`src/rtl/nf10_upb_output_demux_if.sv`:
```
// AXI-Stream bundle with the learning-switch tuser fields; N lanes side by side.
// The demux uses N=1 on its input and N=NUM_PORTS on its output.
interface nf10_upb_output_demux_if #(
    parameter int unsigned N = 1
);
    logic [N*256-1:0] tdata;
    logic [N*32-1:0]  tkeep;
    logic [N-1:0]     tvalid;
    logic [N-1:0]     tlast;
    logic [N*3-1:0]   tuser_in_port;
    logic [N*3-1:0]   tuser_in_vport;
    logic [N*8-1:0]   tuser_out_port;
    logic [N*8-1:0]   tuser_out_vport;
    logic [N*14-1:0]  tuser_packet_length;
    logic [N-1:0]     tready;

    modport master (
        output tdata, tkeep, tvalid, tlast,
        output tuser_in_port, tuser_in_vport, tuser_out_port, tuser_out_vport,
        output tuser_packet_length,
        input  tready
    );

    modport slave (
        input  tdata, tkeep, tvalid, tlast,
        input  tuser_in_port, tuser_in_vport, tuser_out_port, tuser_out_vport,
        input  tuser_packet_length,
        output tready
    );
endinterface

```
`src/rtl/nf10_upb_output_demux.sv`:
```
// Fans the learning-switch output stream out to the ports named in the tuser
// out_port mask; multicast beats advance in lockstep, empty-mask packets are dropped.
module nf10_upb_output_demux #(
    parameter int unsigned NUM_PORTS   = 5,
    parameter int unsigned DMA_PORT_ID = 4
) (
    input  logic                          clk,
    input  logic                          reset,
    nf10_upb_output_demux_if.slave        s_axis,
    nf10_upb_output_demux_if.master       m_axis,
    output logic [31:0]                   drop_count
);
    localparam int unsigned DW = 256;
    localparam int unsigned KW = 32;
    localparam int unsigned PW = 3;
    localparam int unsigned VW = 8;
    localparam int unsigned LW = 14;
    localparam int unsigned CW = 32;

    typedef enum logic [1:0] {
        ST_HEAD = 2'd0,
        ST_BODY = 2'd1,
        ST_DROP = 2'd2
    } state_e;

    state_e                 state_q, state_d;
    logic [NUM_PORTS-1:0]   head_mask, eff_mask, port_free, load;
    logic [NUM_PORTS-1:0]   valid_q, valid_d;
    logic [NUM_PORTS-1:0]   pkt_mask_q, pkt_mask_d;
    logic                   tready_c, accept_c, hdr_latch_c, drop_inc_c;
    logic [CW-1:0]          drop_count_q, drop_count_d;

    // Header fields held for the body of the current packet
    logic [PW-1:0]          in_port_q, in_vport_q;
    logic [VW-1:0]          out_vport_q;
    logic [LW-1:0]          len_q;
    logic [PW-1:0]          hdr_in_port, hdr_in_vport;
    logic [VW-1:0]          hdr_out_vport;
    logic [LW-1:0]          hdr_len;

    assign head_mask = s_axis.tuser_out_port[NUM_PORTS-1:0];
    assign port_free = ~valid_q | m_axis.tready;

    // State register
    always_ff @(posedge clk or posedge reset) begin
        if (reset) begin
            state_q <= ST_HEAD;
        end else begin
            state_q <= state_d;
        end
    end

    // Next-state logic
    always_comb begin
        state_d = state_q;
        case (state_q)
            ST_HEAD: begin
                if (accept_c && !s_axis.tlast[0]) begin
                    state_d = (head_mask == '0) ? ST_DROP : ST_BODY;
                end
            end
            ST_BODY, ST_DROP: begin
                if (accept_c && s_axis.tlast[0]) begin
                    state_d = ST_HEAD;
                end
            end
            default: state_d = ST_HEAD;
        endcase
    end

    // Output decode: ready is the AND of every selected port being free
    always_comb begin
        eff_mask    = '0;
        tready_c    = 1'b0;
        accept_c    = 1'b0;
        load        = '0;
        hdr_latch_c = 1'b0;
        drop_inc_c  = 1'b0;
        case (state_q)
            ST_HEAD: eff_mask = head_mask;
            ST_BODY: eff_mask = pkt_mask_q;
            default: eff_mask = '0;
        endcase
        tready_c    = (state_q == ST_DROP) || (&(~eff_mask | port_free));
        accept_c    = s_axis.tvalid[0] & tready_c;
        load        = accept_c ? eff_mask : '0;
        hdr_latch_c = accept_c && (state_q == ST_HEAD) && (head_mask != '0);
        drop_inc_c  = accept_c && s_axis.tlast[0] &&
                      (((state_q == ST_HEAD) && (head_mask == '0)) || (state_q == ST_DROP));
    end

    assign s_axis.tready = tready_c;

    assign hdr_in_port   = (state_q == ST_HEAD) ? s_axis.tuser_in_port         : in_port_q;
    assign hdr_in_vport  = (state_q == ST_HEAD) ? s_axis.tuser_in_vport        : in_vport_q;
    assign hdr_out_vport = (state_q == ST_HEAD) ? s_axis.tuser_out_vport       : out_vport_q;
    assign hdr_len       = (state_q == ST_HEAD) ? s_axis.tuser_packet_length   : len_q;

    assign pkt_mask_d   = hdr_latch_c ? head_mask : pkt_mask_q;
    assign valid_d      = load | (valid_q & ~m_axis.tready);
    assign drop_count_d = (drop_inc_c && (drop_count_q != '1)) ? drop_count_q + CW'(1) : drop_count_q;

    // Control registers that must come out of reset in a known state
    always_ff @(posedge clk or posedge reset) begin
        if (reset) begin
            pkt_mask_q   <= '0;
            valid_q      <= '0;
            drop_count_q <= '0;
        end else begin
            pkt_mask_q   <= pkt_mask_d;
            valid_q      <= valid_d;
            drop_count_q <= drop_count_d;
        end
    end

    always_ff @(posedge clk) begin
        if (hdr_latch_c) begin
            in_port_q   <= s_axis.tuser_in_port;
            in_vport_q  <= s_axis.tuser_in_vport;
            out_vport_q <= s_axis.tuser_out_vport;
            len_q       <= s_axis.tuser_packet_length;
        end
    end

    assign drop_count    = drop_count_q;
    assign m_axis.tvalid = valid_q;

    // Per-port one-beat output registers
    for (genvar i = 0; i < NUM_PORTS; i++) begin : g_port
        logic [DW-1:0] data_q;
        logic [KW-1:0] keep_q;
        logic          last_q;
        logic [PW-1:0] ip_q, iv_q;
        logic [LW-1:0] plen_q;

        always_ff @(posedge clk) begin
            if (load[i]) begin
                data_q <= s_axis.tdata;
                keep_q <= s_axis.tkeep;
                last_q <= s_axis.tlast[0];
                ip_q   <= hdr_in_port;
                iv_q   <= hdr_in_vport;
                plen_q <= hdr_len;
            end
        end

        assign m_axis.tdata[i*DW +: DW]               = data_q;
        assign m_axis.tkeep[i*KW +: KW]               = keep_q;
        assign m_axis.tlast[i]                        = last_q;
        assign m_axis.tuser_in_port[i*PW +: PW]       = ip_q;
        assign m_axis.tuser_in_vport[i*PW +: PW]      = iv_q;
        assign m_axis.tuser_packet_length[i*LW +: LW] = plen_q;
        assign m_axis.tuser_out_port[i*VW +: VW]      = VW'(1) << i;

        // Only the DMA port carries the vport mask onward
        if (i == DMA_PORT_ID) begin : g_dma
            logic [VW-1:0] ov_q;
            always_ff @(posedge clk) begin
                if (load[i]) begin
                    ov_q <= hdr_out_vport;
                end
            end
            assign m_axis.tuser_out_vport[i*VW +: VW] = ov_q;
        end else begin : g_phys
            assign m_axis.tuser_out_vport[i*VW +: VW] = '0;
        end
    end

    if (NUM_PORTS < 8) begin : g_unused_mask
        logic unused_mask_bits;
        assign unused_mask_bits = ^s_axis.tuser_out_port[7:NUM_PORTS];
    end
endmodule

```
`src/flat_wrapper.sv`:
```
// flat-port wrapper written by rule: the top's interface ports become plain ports
module nf10_upb_output_demux_flat 
#(
    parameter int unsigned NUM_PORTS   = 5,
    parameter int unsigned DMA_PORT_ID = 4
)
  (clk, reset, drop_count, s_axis_tdata, s_axis_tkeep, s_axis_tvalid, s_axis_tlast, s_axis_tuser_in_port, s_axis_tuser_in_vport, s_axis_tuser_out_port, s_axis_tuser_out_vport, s_axis_tuser_packet_length, s_axis_tready, m_axis_tdata, m_axis_tkeep, m_axis_tvalid, m_axis_tlast, m_axis_tuser_in_port, m_axis_tuser_in_vport, m_axis_tuser_out_port, m_axis_tuser_out_vport, m_axis_tuser_packet_length, m_axis_tready);
  nf10_upb_output_demux_if #(.N(1)) s_axis_i ();
  nf10_upb_output_demux_if #(.N((5))) m_axis_i ();
  input  logic clk;
  input  logic reset;
  output logic [31:0] drop_count;
  input wire logic [$bits(s_axis_i.tdata)-1:0] s_axis_tdata;
  input wire logic [$bits(s_axis_i.tkeep)-1:0] s_axis_tkeep;
  input wire logic [$bits(s_axis_i.tvalid)-1:0] s_axis_tvalid;
  input wire logic [$bits(s_axis_i.tlast)-1:0] s_axis_tlast;
  input wire logic [$bits(s_axis_i.tuser_in_port)-1:0] s_axis_tuser_in_port;
  input wire logic [$bits(s_axis_i.tuser_in_vport)-1:0] s_axis_tuser_in_vport;
  input wire logic [$bits(s_axis_i.tuser_out_port)-1:0] s_axis_tuser_out_port;
  input wire logic [$bits(s_axis_i.tuser_out_vport)-1:0] s_axis_tuser_out_vport;
  input wire logic [$bits(s_axis_i.tuser_packet_length)-1:0] s_axis_tuser_packet_length;
  output wire logic [$bits(s_axis_i.tready)-1:0] s_axis_tready;
  output wire logic [$bits(m_axis_i.tdata)-1:0] m_axis_tdata;
  output wire logic [$bits(m_axis_i.tkeep)-1:0] m_axis_tkeep;
  output wire logic [$bits(m_axis_i.tvalid)-1:0] m_axis_tvalid;
  output wire logic [$bits(m_axis_i.tlast)-1:0] m_axis_tlast;
  output wire logic [$bits(m_axis_i.tuser_in_port)-1:0] m_axis_tuser_in_port;
  output wire logic [$bits(m_axis_i.tuser_in_vport)-1:0] m_axis_tuser_in_vport;
  output wire logic [$bits(m_axis_i.tuser_out_port)-1:0] m_axis_tuser_out_port;
  output wire logic [$bits(m_axis_i.tuser_out_vport)-1:0] m_axis_tuser_out_vport;
  output wire logic [$bits(m_axis_i.tuser_packet_length)-1:0] m_axis_tuser_packet_length;
  input wire logic [$bits(m_axis_i.tready)-1:0] m_axis_tready;
  assign s_axis_i.tdata = s_axis_tdata;
  assign s_axis_i.tkeep = s_axis_tkeep;
  assign s_axis_i.tvalid = s_axis_tvalid;
  assign s_axis_i.tlast = s_axis_tlast;
  assign s_axis_i.tuser_in_port = s_axis_tuser_in_port;
  assign s_axis_i.tuser_in_vport = s_axis_tuser_in_vport;
  assign s_axis_i.tuser_out_port = s_axis_tuser_out_port;
  assign s_axis_i.tuser_out_vport = s_axis_tuser_out_vport;
  assign s_axis_i.tuser_packet_length = s_axis_tuser_packet_length;
  assign s_axis_tready = s_axis_i.tready;
  assign m_axis_tdata = m_axis_i.tdata;
  assign m_axis_tkeep = m_axis_i.tkeep;
  assign m_axis_tvalid = m_axis_i.tvalid;
  assign m_axis_tlast = m_axis_i.tlast;
  assign m_axis_tuser_in_port = m_axis_i.tuser_in_port;
  assign m_axis_tuser_in_vport = m_axis_i.tuser_in_vport;
  assign m_axis_tuser_out_port = m_axis_i.tuser_out_port;
  assign m_axis_tuser_out_vport = m_axis_i.tuser_out_vport;
  assign m_axis_tuser_packet_length = m_axis_i.tuser_packet_length;
  assign m_axis_i.tready = m_axis_tready;
  nf10_upb_output_demux #(.NUM_PORTS(NUM_PORTS), .DMA_PORT_ID(DMA_PORT_ID)) u_core (.clk(clk), .reset(reset), .s_axis(s_axis_i), .m_axis(m_axis_i), .drop_count(drop_count));
endmodule
```
`config.mk`:
```
export PLATFORM = sky130hd
export DESIGN_NAME = nf10_upb_output_demux_flat
export DESIGN_NICKNAME = d
export VERILOG_FILES = /design/src/rtl/nf10_upb_output_demux_if.sv /design/src/rtl/nf10_upb_output_demux.sv /design/src/flat_wrapper.sv
export SDC_FILE = /design/constraint.sdc
export NUM_CORES = 1
export LEC_CHECK = 0
export CORE_AREA = 2 2 768 770
export CTS_CLUSTER_SIZE = 10
export DETAILED_ROUTE_END_ITERATION = 6
export DIE_AREA = 0 0 770 772
export MAX_ROUTING_LAYER = met4
export PLACE_DENSITY = 0.31
export SLEW_MARGIN = 30
export SYNTH_ARGS = -nofsm -noshare
export SYNTH_HDL_FRONTEND = slang
export SYNTH_SLANG_ARGS = --single-unit
export TNS_END_PERCENT = 10
```
`constraint.sdc`:
```
create_clock -name clk -period 9.6 [get_ports clk]
set_input_delay 1.92 -clock clk [delete_from_list [all_inputs] [get_ports clk]]
set_output_delay 1.92 -clock clk [all_outputs]
set_load 0.1 [all_outputs]
```
==> Word level (Yosys, flattened, before mapping) <==
Index checks and enable logic that the tools add are counted.
{ "classes": {"div_mod_pow": 0, "multipliers": 0, "n_eq_ne": 5, "bitwise": 8, "magnitude_cmp": 0, "shift": 0, "n_reduce_logical": 16, "n_mux": 10, "addsub": 1} }
{ "ops": {"columns": ["operator", "count"], "rows": [
  ["$add A32 B1 Y32 const B", 1],
  ["$ne A32 B32 Y1 const B", 1],
  ["$not A5 Y5", 3],
  ["$or A5 B5 Y5", 3],
  ["$mux W14", 1],
  ["$pmux W5 S2", 1],
  ["$mux W8", 1],
  ["$logic_and A1 B1 Y1", 7],
  ["$mux W2", 3],
  ["$mux W3", 2],
  ["$and A5 B5 Y5", 1],
  ["$logic_not A5 Y1", 1],
  ["$mux W5", 1],
  ["$reduce_and A5 Y1", 1],
  ["$reduce_bool A5 Y1", 1],
  ["$ne A2 B1 Y1 const B", 2],
  ["$pmux W2 S2", 1],
  ["$eq A2 B1 Y1 const B", 1],
  ["$eq A2 B2 Y1 const B", 1],
  ["$logic_not A2 Y1", 1],
  ["$logic_or A1 B1 Y1", 2],
  ["$reduce_and A2 Y1", 1],
  ["$reduce_or A2 Y1", 1],
  ["$and A1 B1 Y1", 1],
  ["$logic_not A1 Y1", 1]
]} }
{ "word_totals": {"regBits": 1625, "input_bits": 333, "ramBits": 0, "wordCells": 79, "output_inout_bits": 1663, "latchBits": 0, "rom_bits": 0, "mem_count": 0} }

==> Logic depth before layout (Yosys ltp) <==
{ "depth": {"word_depth": 10, "depth_mapped": 10, "depth_no_buf": 8} }

==> Least setup slack after synthesis <==
OpenSTA, ideal clock, no wires.
{ "synth_path": {"path_kind": "input to register", "start": "input port s_axis_tuser_out_port[0]", "end": "register u_core.valid_q[4] (netlist: u_core.m_axis.tvalid[4])", "n_path_buf": 0, "t_arrival_ps": 10818, "required_ps": 9487, "cell_stages": 5, "path_slack_ps": -1331, "cell_sequence": "a22o_1 -> a222oi_1 -> a31o_2 -> and2_1 -> or2_2"} }
{ "synth_via": {"elab_chain_cells": 8} }
{ "synth_lines": {"columns": ["element", "line", "text"], "rows": [
  ["start, declared", "flat_wrapper.sv:19", "input wire logic [$bits(s_axis_i.tuser_out_port)-1:0] s_axis_tuser_out_port;"],
  ["$pmux W5 S2", "nf10_upb_output_demux.sv:79", "case (state_q)"],
  ["$not A5 Y5", "nf10_upb_output_demux.sv:84", "tready_c = (state_q == ST_DROP) || (&(~eff_mask | port_free));"],
  ["$or A5 B5 Y5", "nf10_upb_output_demux.sv:84", null],
  ["$reduce_and A5 Y1", "nf10_upb_output_demux.sv:84", null],
  ["$logic_or A1 B1 Y1", "nf10_upb_output_demux.sv:84", null],
  ["$and A1 B1 Y1", "nf10_upb_output_demux.sv:85", "accept_c = s_axis.tvalid[0] & tready_c;"],
  ["$mux W5", "nf10_upb_output_demux.sv:86", "load = accept_c ? eff_mask : '0;"],
  ["net u_core.load[4]", "nf10_upb_output_demux.sv:27", "logic [NUM_PORTS-1:0] head_mask, eff_mask, port_free, load;"],
  ["$or A5 B5 Y5", "nf10_upb_output_demux.sv:100", "assign valid_d = load | (valid_q & ~m_axis.tready);"],
  ["net u_core.valid_d[4]", "nf10_upb_output_demux.sv:28", "logic [NUM_PORTS-1:0] valid_q, valid_d;"],
  ["end signal, assigned", "nf10_upb_output_demux.sv:111", "valid_q <= valid_d;"],
  ["end, declared", "nf10_upb_output_demux.sv:28", null]
]} }
The timed path passes the listed nets, and every way through them passes these cells.
A chain may end at the register's enable or synchronous reset.

==> Worst setup path after layout <==
{ "layout_path": {"start": "input port s_axis_tuser_out_port[3]", "end": "output port s_axis_tready"} }
{ "layout_via": {"elab_chain_cells": 5} }
{ "layout_lines": {"columns": ["element", "line", "text"], "rows": [
  ["$pmux W5 S2", "nf10_upb_output_demux.sv:79", null],
  ["$not A5 Y5", "nf10_upb_output_demux.sv:84", null],
  ["$or A5 B5 Y5", "nf10_upb_output_demux.sv:84", null],
  ["$reduce_and A5 Y1", "nf10_upb_output_demux.sv:84", null],
  ["$logic_or A1 B1 Y1", "nf10_upb_output_demux.sv:84", null],
  ["end, declared", "flat_wrapper.sv:22", "output wire logic [$bits(s_axis_i.tready)-1:0] s_axis_tready;"]
]} }
Every way passes these cells.

==> flow_metrics.env <==
export IMPL_status="complete, no violations"
export IMPL_ios=1996
export IMPL_rr_endpoint="u_core.g_port[0].data_q[16]"
export IMPL_report_final_setup_viol=0
export IMPL_crit_end="s_axis_tready"
export IMPL_finClkSkew_ps=82.0
export IMPL_syn_area_per_cell_um2=26.7
export IMPL_gp_congestion=0.819
export IMPL_first_pass_iters=5
export IMPL_worstPathMaxFanout=3
export IMPL_cts_tree="built"
export IMPL_cts_sinks=1625
export IMPL_tightestPinTransition_ps=1080
export IMPL_grt_usage_pct=10.3
export IMPL_yosysWarnings=0
export IMPL_fillCellCount=65100
export IMPL_portBuffers=1920
export IMPL_clockBufferDepth=4
export IMPL_drive_above_1_share_pct=27.1
export IMPL_cts_root_buf="clkbuf_16"
export IMPL_p_leak_nw=27.1
export IMPL_cp_required_ps=7680
export IMPL_slowest_stage="clkdlybuf4s50_1"
export IMPL_grt_overflow=0
export IMPL_worst_slack_ps=3510
export IMPL_instances_no_fill=12100
export IMPL_dp_cells=11700
export IMPL_nets=4411
export IMPL_synth_cells=1898
export IMPL_drv_slew=0
export IMPL_period_needed_ps=6090
export IMPL_crit_path_end_kind="output pin"
export IMPL_worst_path_stages=5
export IMPL_synth_ff_type="edfxtp_1"
export IMPL_hpwl_um=249000
export IMPL_wire_per_inst_um=26.1
export IMPL_postCtsSetupBuffers=0
export IMPL_viasPerCell=2.44
export IMPL_rr_startpoint="u_core.state_q[0]"
export IMPL_hold_start="u_core.drop_count[23]"
export IMPL_postSynth_asyncResetShare_pct=2.71
export IMPL_ir_drop_mv=0.222
export IMPL_synthesis_area_mm2=0.0507
export IMPL_slew_headroom_pct=27.9
export IMPL_synth_edf_count=1581
export IMPL_maxCapViolations=0
export IMPL_power_density_mw_per_mm2=405
export IMPL_drtIter0Drc=2317
export IMPL_routed_wl_um=315000
export IMPL_h_tree_depth=4
export IMPL_multi_input_area_mm2=0.00170
export IMPL_critPathLaunch="s_axis_tuser_out_port[3]"
export IMPL_regArea_mm2=0.0486
export IMPL_grt_max_degree=92
export IMPL_finalCritPeriodShare_pct=63.4
export IMPL_hold_violations=0
export IMPL_area_growth_pct=63.8
export IMPL_drtAntennaViolNets=0
export IMPL_timing_hold_ws_ps=506
export IMPL_path_delay_family="compound AO/OA/AOI/OAI gates"
export IMPL_die_area_mm2=0.594
export IMPL_worstPathArrival_ps=4170
export IMPL_holdCritPathClass="flop to flop"
export IMPL_ys_types=40
export IMPL_die_width_um=770
export IMPL_post_route_util_pct=14.1
export IMPL_preCtsSetupSlack_ps=3250
export IMPL_die_y_um=772
export IMPL_std_cell_rows=282
export IMPL_rr_worst_depth=9
export IMPL_r2r_slack_ps=5070
export IMPL_path_clk_slew_ps=50
export IMPL_crit_path_max_incr_delay_ps=720
export IMPL_cts_buffers=211
export IMPL_cts_resized=0
export IMPL_start_kind="input port"
export IMPL_max_freq_mhz=164
export IMPL_power_total_mw=33.6
export IMPL_initial_utilization_pct=8.63
export IMPL_via_count=29500
export IMPL_drcViolationCount=0
export IMPL_core_area_mm2=0.587
export IMPL_path_buf_inv=2
export IMPL_rsz0062_at_grt="false"
export IMPL_cts_hold_buf=0
export IMPL_cp_cell_sequence="clkdlybuf4s50_1, a22o_2, a222oi_1, a21o_1, buf_4"
export IMPL_critical_path_class="input port to output pin"
export IMPL_grt_pass1_wl_um=379000
export IMPL_insertion_delay_ps=920
export IMPL_grt_pass1_vias=29800
export IMPL_ys_seq_area_share_pct=95.9
export IMPL_antenna_found_initial=184
export IMPL_synth_seq_cells=1625
==> cell usage after synthesis, drive strengths merged, types with 2 or more instances <==
cell type	count	share of area (%)
a21o	2	0.030
a22o	6	0.11
and2	9	0.11
and2b	3	0.052
and3	10	0.13
and4	6	0.11
buf	82	1.2
clkbuf	3	0.022
conb	2	0.015
dfrtp	44	2.2
edfxtp	1581	94
ha	4	0.099
inv	7	0.052
mux2	34	0.76
nand2	16	0.12
nand3	10	0.099
nand4	16	0.20
nor2	8	0.089
nor2b	2	0.025
nor3	6	0.059
nor4	2	0.049
or2	5	0.062
xnor2	23	0.40
xor2	8	0.14
==> worst register-to-register path, delay by kind of cell (launching register included) <==
| family | cells | cell delay (ps) |
|---|---|---|
| flops | 1 | 400 |
| simple gates | 1 | 760 |
| fa+ha+maj | 1 | 180 |
| compound gates | 3 | 1280 |
| buf+inv | 4 | 1590 |
==> metrics by stage <==
step           TNS (ps)  area (um^2)
2_1_floorplan  -1245450        50900
3_3_place_gp          0        79500
3_5_place_dp          0        76700
4_1_cts               0        83100
5_1_grt               0        82900
6_report              0        83000
==> final cells by class <==
type                    count  share of cell area [%]
inverters                   7                  0.0317
repair buffers           1978                    19.6
well taps                7810                    11.8
flip-flops and latches   1625                    58.5
clock buffers             265                    6.65
multi-input cells         251                    2.05
clock inverters            73                    1.07
diodes                     83                   0.250
==> flip-flops by register name, indices dropped and copies added (netlist names) <==
signal,cells
u_core.pkt_mask_q,5
u_core.g_port.last_q,5
u_core.m_axis.tvalid,5
u_core.g_port.g_dma.ov_q,8
u_core.in_port_q,3
u_core.g_port.keep_q,160
u_core.g_port.plen_q,70
u_core.out_vport_q,8
u_core.g_port.ip_q,15
u_core.drop_count,32
u_core.g_port.iv_q,15
u_core.in_vport_q,3
u_core.state_q,2
u_core.g_port.data_q,1280
u_core.len_q,14
==> report_power, final <==
part	total, mW	leakage, nW	internal, mW	switching [mW]
clock	7.55	3.07	4.28	3.27
combinational	15.7	8.81	2.05	13.6
sequential	10.4	15.2	9.97	0.439
total	33.6	27.1	16.3	17.4
==> cells in the final DEF (no fill, tap or decap), types with 24 or more instances in the layout <==
master and instances:
clkbuf_16 211, dfrtp_1 44, buf_4 123, edfxtp_1 1581
buf_2 659, conb_1 72, clkdlybuf4s50_1 1171, clkinv_1 24
mux2_2 34, clkbuf_1 50, diode_2 83
==> worst min-delay path by stage <==
stage	to	slack, ps	cells after the start
floorplan	u_core.pkt_mask_q[0]	480	1
global placement	u_core.pkt_mask_q[4]	490	1
detailed placement	u_core.drop_count[12]	490	1
CTS	u_core.drop_count[12]	500	1
global route	u_core.drop_count[23]	520	1
finish	u_core.drop_count[23]	510	1
==> per-layer routing <==
layer | share of wire [%] | wire (um) | vias to the layer above | global-route usage (%)
met5 | 0 | 0 | - | -
met4 | 2.2 | 7040 | 0 | 2.17
met3 | 13 | 40000 | 387 | 5.16
met2 | 47 | 147000 | 1920 | 16.5
met1 | 38 | 121000 | 15200 | 11.5
li1 | - | - | 12000 | -
==> kinds of logic after synthesis <==
family / after synthesis / share of synthesized area (%)
mux: 34 / 0.756
flops: 1625 / 95.9
buf+inv: 92 / 1.30
other cells: 2 / 0.0148
xor+xnor: 31 / 0.536
simple gates: 94 / 1.12
fa+ha+maj: 4 / 0.0988
compound gates: 16 / 0.284
No activity file was read; power rests on OpenSTA's default activity.
